==> config.mk <==
export PLATFORM = sky130hd
export DESIGN_NAME = multi_mode_counter_param
export DESIGN_NICKNAME = d
export VERILOG_FILES = /design/src/rtl/multi_mode_counter_param.sv
export SDC_FILE = /design/constraint.sdc
export NUM_CORES = 1
export LEC_CHECK = 0
export BUFFER_PORTS_ARGS = -buffer_cell sky130_fd_sc_hd__buf_2
export CORE_MARGIN = 2
export CORE_UTILIZATION = 28
export DETAILED_ROUTE_END_ITERATION = 8
export PLACE_DENSITY = 0.55
export SETUP_SLACK_MARGIN = 0.15
export SYNTH_ARGS = -nofsm -noshare
export SYNTH_HDL_FRONTEND = slang
export SYNTH_SLANG_ARGS = --single-unit
==> constraint.sdc <==
create_clock -name clk -period 5.3 [get_ports clk]
set_input_delay 0.53 -clock clk [delete_from_list [all_inputs] [get_ports clk]]
set_output_delay 0.53 -clock clk [all_outputs]
set_load 0.01 [all_outputs]
==> src/rtl/multi_mode_counter_param.sv <==
// Parametrised multi-mode up/down counter with wrap/saturate arithmetic,
// winner/loser event scoring and a gameover restart when a score reaches GAME_LIMIT.
module multi_mode_counter_param #(
   parameter int WIDTH      = 4,
   parameter int SCORE_W    = 4,
   parameter int GAME_LIMIT = 15
) (
   input  logic               clk,
   input  logic               rst,
   input  logic               clear,
   input  logic               INIT,
   input  logic [WIDTH-1:0]   initial_value,
   input  logic               en,
   input  logic               sat,
   input  logic [1:0]         control,
   output logic [WIDTH-1:0]   count,
   output logic               winner,
   output logic               loser,
   output logic [SCORE_W-1:0] win_cnt,
   output logic [SCORE_W-1:0] lose_cnt,
   output logic               gameover,
   output logic [1:0]         who
);

   localparam logic [WIDTH-1:0]   MAX   = '1;
   localparam logic [SCORE_W-1:0] LIMIT = SCORE_W'(GAME_LIMIT);
   localparam logic [1:0]         WHO_NONE = 2'b00;
   localparam logic [1:0]         WHO_LOSE = 2'b01;
   localparam logic [1:0]         WHO_WIN  = 2'b10;

   logic [WIDTH:0]     mag;
   logic [WIDTH:0]     up_sum;
   logic [WIDTH:0]     dn_diff;
   logic [WIDTH-1:0]   step_val;

   logic [WIDTH-1:0]   count_d;
   logic               winner_d;
   logic               loser_d;
   logic [SCORE_W-1:0] win_cnt_d;
   logic [SCORE_W-1:0] lose_cnt_d;
   logic               gameover_d;
   logic [1:0]         who_d;

   // One extra bit on each side exposes carry-out (up) or borrow (down) for clamping.
   always_comb begin
      mag     = {{(WIDTH-1){1'b0}}, control[0], ~control[0]};
      up_sum  = {1'b0, count} + mag;
      dn_diff = {1'b0, count} - mag;
      if (!control[1])
         step_val = (sat && up_sum[WIDTH]) ? MAX : up_sum[WIDTH-1:0];
      else
         step_val = (sat && dn_diff[WIDTH]) ? '0 : dn_diff[WIDTH-1:0];
   end

   // NOTE: every next-state signal gets a default first so no path through
   // the if/else chain leaves it unassigned, which would infer a latch.
   always_comb begin
      count_d    = count;
      winner_d   = 1'b0;
      loser_d    = 1'b0;
      win_cnt_d  = win_cnt;
      lose_cnt_d = lose_cnt;
      gameover_d = 1'b0;
      who_d      = who;

      if (clear) begin
         count_d    = '0;
         win_cnt_d  = '0;
         lose_cnt_d = '0;
         who_d      = WHO_NONE;
      end else if (INIT) begin
         count_d = initial_value;
      end else if (en) begin
         count_d  = step_val;
         winner_d = (step_val == MAX);
         loser_d  = (step_val == '0);
         if (winner_d) win_cnt_d  = win_cnt + 1'b1;
         if (loser_d)  lose_cnt_d = lose_cnt + 1'b1;

         // A score reaching the limit ends the game on this same edge; the
         // event flag still shows what happened, but the board restarts.
         if (winner_d && (win_cnt_d == LIMIT)) begin
            gameover_d = 1'b1;
            who_d      = WHO_WIN;
         end else if (loser_d && (lose_cnt_d == LIMIT)) begin
            gameover_d = 1'b1;
            who_d      = WHO_LOSE;
         end
         if (gameover_d) begin
            count_d    = '0;
            win_cnt_d  = '0;
            lose_cnt_d = '0;
         end
      end
   end

   // NOTE: sequential state uses non-blocking assignments so every register
   // samples the pre-edge values regardless of statement order.
   always_ff @(posedge clk or negedge rst) begin
      if (!rst) begin
         count    <= '0;
         winner   <= 1'b0;
         loser    <= 1'b0;
         win_cnt  <= '0;
         lose_cnt <= '0;
         gameover <= 1'b0;
         who      <= WHO_NONE;
      end else begin
         count    <= count_d;
         winner   <= winner_d;
         loser    <= loser_d;
         win_cnt  <= win_cnt_d;
         lose_cnt <= lose_cnt_d;
         gameover <= gameover_d;
         who      <= who_d;
      end
   end

endmodule

# After elaboration in Yosys (flattened, before gate mapping)
# Index checks and enable logic that the tools add are counted.
[totals]
register_bits = 17
latch_bits = 0
mem_bits_rw = 0
rom_bits = 0
input_bits = 12
output_inout_bits = 17
wordCells = 68
n_memories = 0
[classes]
add_sub_neg = 4
mul = 0
n_div = 0
order_cmp = 0
n_eq_ne = 4
n_shift = 0
muxes = 42
n_bitwise = 1
reduce_logical = 10
[ops]
columns = ["operator", "n"]
rows = [
  ["$mux 4", 23],
  ["$mux 1", 14],
  ["$eq 4x4->1 const B", 3],
  ["$mux 2", 5],
  ["$add 4x1->4 const B", 2],
  ["$reduce_bool 3->1", 2],
  ["$add 4x2->5", 1],
  ["$sub 4x2->5", 1],
  ["$logic_and 1x1->1", 4],
  ["$logic_not 4->1", 1],
  ["$reduce_and 3->1", 1],
  ["$ne 2x1->1 const B", 1],
  ["$reduce_and 2->1", 1],
  ["$reduce_bool 2->1", 1],
  ["$not 1->1", 1],
]

# Depth between registers and ports, before layout
[depth]
ltp_word = 21
mapped_depth = 10
mapped_depth_nobuf = 10

# Worst setup path after synthesis
# Ideal clock, no wire load.
[synth_path]
kind = "input -> register"
startpoint = "in control[0]"
endpoint = "reg win_cnt[3]"
setup_time_ps = 124
arrival_ps = 2700
required_time_ps = 5176
slack_ps = 2476
stages = 10
n_path_buf = 0
path_cell_list = "inv_1 ha_1 inv_1 fa_1 or2_2 a21oi_1 o2bb2a_2 nand3_2 o2111a_1 o31a_1"
[synth_via]
elab_chain_cells = 21
word_cells_on_any_way = 31
classes_between = "add/sub (2); eq/ne (3); mux (20); bitwise (1); reduce/logical (5)"
[synth_rtl]
columns = ["item", "line", "text"]
rows = [
  ["start: declaration", "15", "input logic [1:0] control,"],
  ["$not 1->1", "46", "mag = {{(WIDTH-1){1'b0}}, control[0], ~control[0]};"],
  ["$add 4x2->5 / $sub 4x2->5 (equally long branches)", "47, 48", ""],
  ["$logic_and 1x1->1, on equally long branches", "50, 52", ""],
  ["$mux 4, on equally long branches", "50, 52", ""],
  ["$mux 4 *", "49", "if (!control[1])"],
  ["$logic_not 4->1", "76", "loser_d = (step_val == '0);"],
  ["$mux 4", "78", "if (loser_d) lose_cnt_d = lose_cnt + 1'b1;"],
  ["$mux 4", "73", "end else if (en) begin"],
  ["[... 5 more ...]", "n/a", ""],
  ["$mux 1", "82", "if (winner_d && (win_cnt_d == LIMIT)) begin"],
  ["$mux 1", "73", ""],
  ["$mux 1", "71", "end else if (INIT) begin"],
  ["$mux 1", "66", "if (clear) begin"],
  ["$mux 4 *", "89", "if (gameover_d) begin"],
  ["$mux 4 *", "73", ""],
  ["$mux 4 *", "71", ""],
  ["$mux 4 *", "66", ""],
  ["end signal: assignment", "112", "win_cnt <= win_cnt_d;"],
  ["end: declaration", "19", "output logic [SCORE_W-1:0] win_cnt,"],
]
# Mark *: on every way between the ends. The rest lies on a longest branch, timed or not. The select of a mux whose other input is x is not followed.
# A chain may end at the register's enable or synchronous reset.

# Final worst setup path
# Ends and elaborated chain as after synthesis.

==> impl_summary.txt <==
----------------------------------------------------
[Outcome]
  Result of the run ... completed

[Yosys]
  Mean Syn Cell Area ... 8.67 sq um
  Synthesized netlist net count ... approximately 190
  Share of synthesized registers carrying an async set or reset ... between 90% and 100%
  Proportion of synthesized chip area in sequential cells ... 29.2%
  Flop and latch count out of synthesis ... 17
  Primary FF master, synth ... dfrtp_1
  Yosys top cell by area ... dfrtp_1
  Portion of synthesized cell area occupied by the leading cell type ... 29.2%
  Count of flip-flops with a built-in enable after synthesis ... 0
  Netlist Area Pre-Place ... between 1000 and 1500 sq um
  Cells after Synth ... ~170
  Warning count from the yosys run ... 0
  Number of different library cells in the post-synthesis netlist ... 59
  Top cells by area, synth ... dfrtp_1 (29%), ha_1 (5.2%), inv_1 (4.1%), nor2_1 (3.6%), a21oi_1 (3.1%)

[Routing]
  Final antenna-violating net count ... 0
  Total number of vias ... 1349
  Detail-routed net length per standard cell ... 14.2 um
  Via-to-Cell Ratio ... 5.13
  DRC violations left ... 0
  Overall routed net length ... around 3700 um
  First drt pass iteration count ... 4
  Number of DRC markers after the initial detailed-route iteration ... about 110

[GRT]
  Number of global-route vias before repair ... 1351
  Routing usage on met2 ... between 20 and 25%
  Maximum number of pins on one net before global-route repair ... 21
  Initial antenna violation count ... 0
  Global-route wire length before repair ... 6560 um
  Grt peak-use layer ... met2
  Global-route usage over all layers ... a little over an eighth
  Met3 demand-to-capacity share in global routing ... under 10%
  Global route total overflow ... 0
  Met1 track utilization from global routing ... a little under a fifth

[Pwr]
  Worst vdd rail ir drop ... approximately 0.079 mV
  Static power due to leakage ... ~0.8 nW
  Sum of internal, switching and leakage power ... 0.330 mW
  Total power per unit cell area ... a little under 200 nW/um^2

[CTS]
  Cts repair resizes ... 0
  Number of hold-repair buffers added at the cts stage ... 0
  TritonCTS clock tree ... yes
  Clock Latency Late Sink ... ~250 ps
  Number of buffers inserted during clock tree synthesis ... 3
  Maximum clock path buffer count ... 2
  Clock transition time at the flip-flop clock pins of the worst setup and hold paths ... 70 ps
  H-tree lvl count ... 1
  Clock tree root buffer cell ... clkbuf_8
  Clock Sinks ... 17
  Count of buffers added by post-CTS timing repair for setup ... 0

[Setup path]
  Setup slack of the most critical reg-to-reg path ... 2510 ps
  Capturing instance or port of the critical path ... win_cnt[3]
  Source of the worst register-to-register timing path ... count[0]
  Element type at the critical path start ... primary input
  Capture point of the worst reg-to-reg path ... win_cnt[3]
  CP Data Arrival Time ... about 3000 ps
  Worst setup EP type ... flop
  Critical path required time ... approximately 5400 ps
  Crit path kind ... in -> reg
  Worst-path maximum fanout ... 8
  Worst reg2reg path depth ... 10
  Worst setup path startpoint ... control[0]

[STA]
  Final setup viols ... 0
  Slew at the pin with the worst max-slew slack ... just over 700 ps
  Unrepaired setup endpoints after global routing ... false
  TNS Setup ... 0 ps
  Upper clock frequency limit ... around 340 MHz
  Final hold violation count ... 0
  Worst Setup Slack, final ... 2390 ps
  Final Slew Violations ... 0
  Worst-case hold slack ... slightly above 200 ps
  Share of the cycle needed by the critical path after routing ... 54.9%
  Slew HR ... roughly half
  Final Skew ... 6.91 ps
  Final critical path time including I/O delays and setup ... 2910 ps

[Finish]
  Layout Nets ... 214
  Share of cells above drive strength 1 ... 23.3%
  Relative area change from synthesis to final layout ... 16.1%
  Number of diodes added for antenna fixing ... 0
  Commonest non-fill, non-tap cell in the layout ... buf_2
  Most frequent cells in the layout ... buf_2 (28), dfrtp_1 (17), inv_1 (16)

[Floorplan]
  Starting density of the core ... about 29%
  Die X-Extent ... ~76 um
  Total Die Area ... ~5800 sq um
  Number of standard-cell rows in the floorplan ... 26
  Overall die height ... ~76 um
  Area of the core ... between 5000 and 6000 sq um
  Ports placed on the boundary ... 29

[Place]
  Placement-stage worst setup slack ... 2140 ps
  IO Port Bufs ... 28
  Detailed placement HPWL ... 2820 um
  RD Place Congestion ... roughly 0.80

[Hold path]
  Kind of path behind the tightest hold check ... in -> async

[Job]
  Reported max-cap violation count ... 0

----------------------------------------------------
-- how the worst min path moves through the flow --
stage | slack (ps) | endpoint | start
finish | 210 | lose_cnt[0] | rst
global route | 230 | count[2] | rst
CTS | 210 | count[2] | rst
detailed placement | 490 | count[1] | rst
global placement | 480 | count[1] | rst
floorplan | 230 | count[0] | rst
-- worst max-delay path: stages --
cell	delay, ps
buf_2	110
inv_1	180
ha_1	200
inv_1	60
fa_1	470
nor3b_1	200
o21ai_0	170
o2bb2a_2	360
nand4_2	230
o2111a_1	240
o31a_1	280
-- flip-flops by register name, indices dropped and copies added, names as in the netlist --
signal and cells:
winner 1, who 2, loser 1, lose_cnt 4, count 4, gameover 1
win_cnt 4
-- stage by stage --
step           cells  cell area (sq um)  utilization [%]
2_1_floorplan    168               1460                -
3_3_place_gp     259               1650             32.4
3_5_place_dp     259               1650             32.4
4_1_cts          263               1690             33.3
5_1_grt          263               1690             33.3
6_report         263               1690             33.3
-- synth_stat cells (all sizes together), types with 3 or more instances --
cell,n
o211ai,5
ha,6
and2,3
nand3,10
dfrtp,17
buf,5
a221oi,4
o21a,4
nand2,10
nand2b,4
inv,16
nand4,3
nor3,6
a21oi,10
o21ai,6
nor2,14
a31oi,3
-- kinds of logic (layout without fill, tap and decap cells) --
| group | Yosys count | after routing | synth area share (%) |
|---|---|---|---|
| compound gates | 48 | 48 | 24.9 |
| xor+xnor | 2 | 2 | 1.20 |
| fa+ha+maj | 8 | 8 | 7.90 |
| buf+inv | 23 | 48 | 6.79 |
| flops | 17 | 17 | 29.2 |
| mux | 1 | 1 | 0.687 |
| simple gates | 69 | 69 | 29.3 |
-- layer usage --
layer | wire [um] | share of wire, %
met5 | 0 | 0
met4 | 10 | 0.27
met3 | 195 | 5.2
met2 | 1650 | 44
met1 | 1890 | 50
-- power breakdown --
part | leakage, nW | switching (mW) | internal (mW)
clock network | 0.0228 | 0.0443 | 0.0533
registers | 0.233 | 0.00954 | 0.133
logic | 0.550 | 0.0529 | 0.0360
-- final cells by class --
| class | instances | area, sq um |
|---|---|---|
| fillers | 548 | 3380 |
| multi-input cells | 128 | 932 |
| flip-flops and latches | 17 | 425 |
| repair buffers | 28 | 140 |
| well taps | 70 | 87.6 |
| inverters | 16 | 60.1 |
| clock buffers | 4 | 45.0 |
Power figures use the tool's default switching activity.
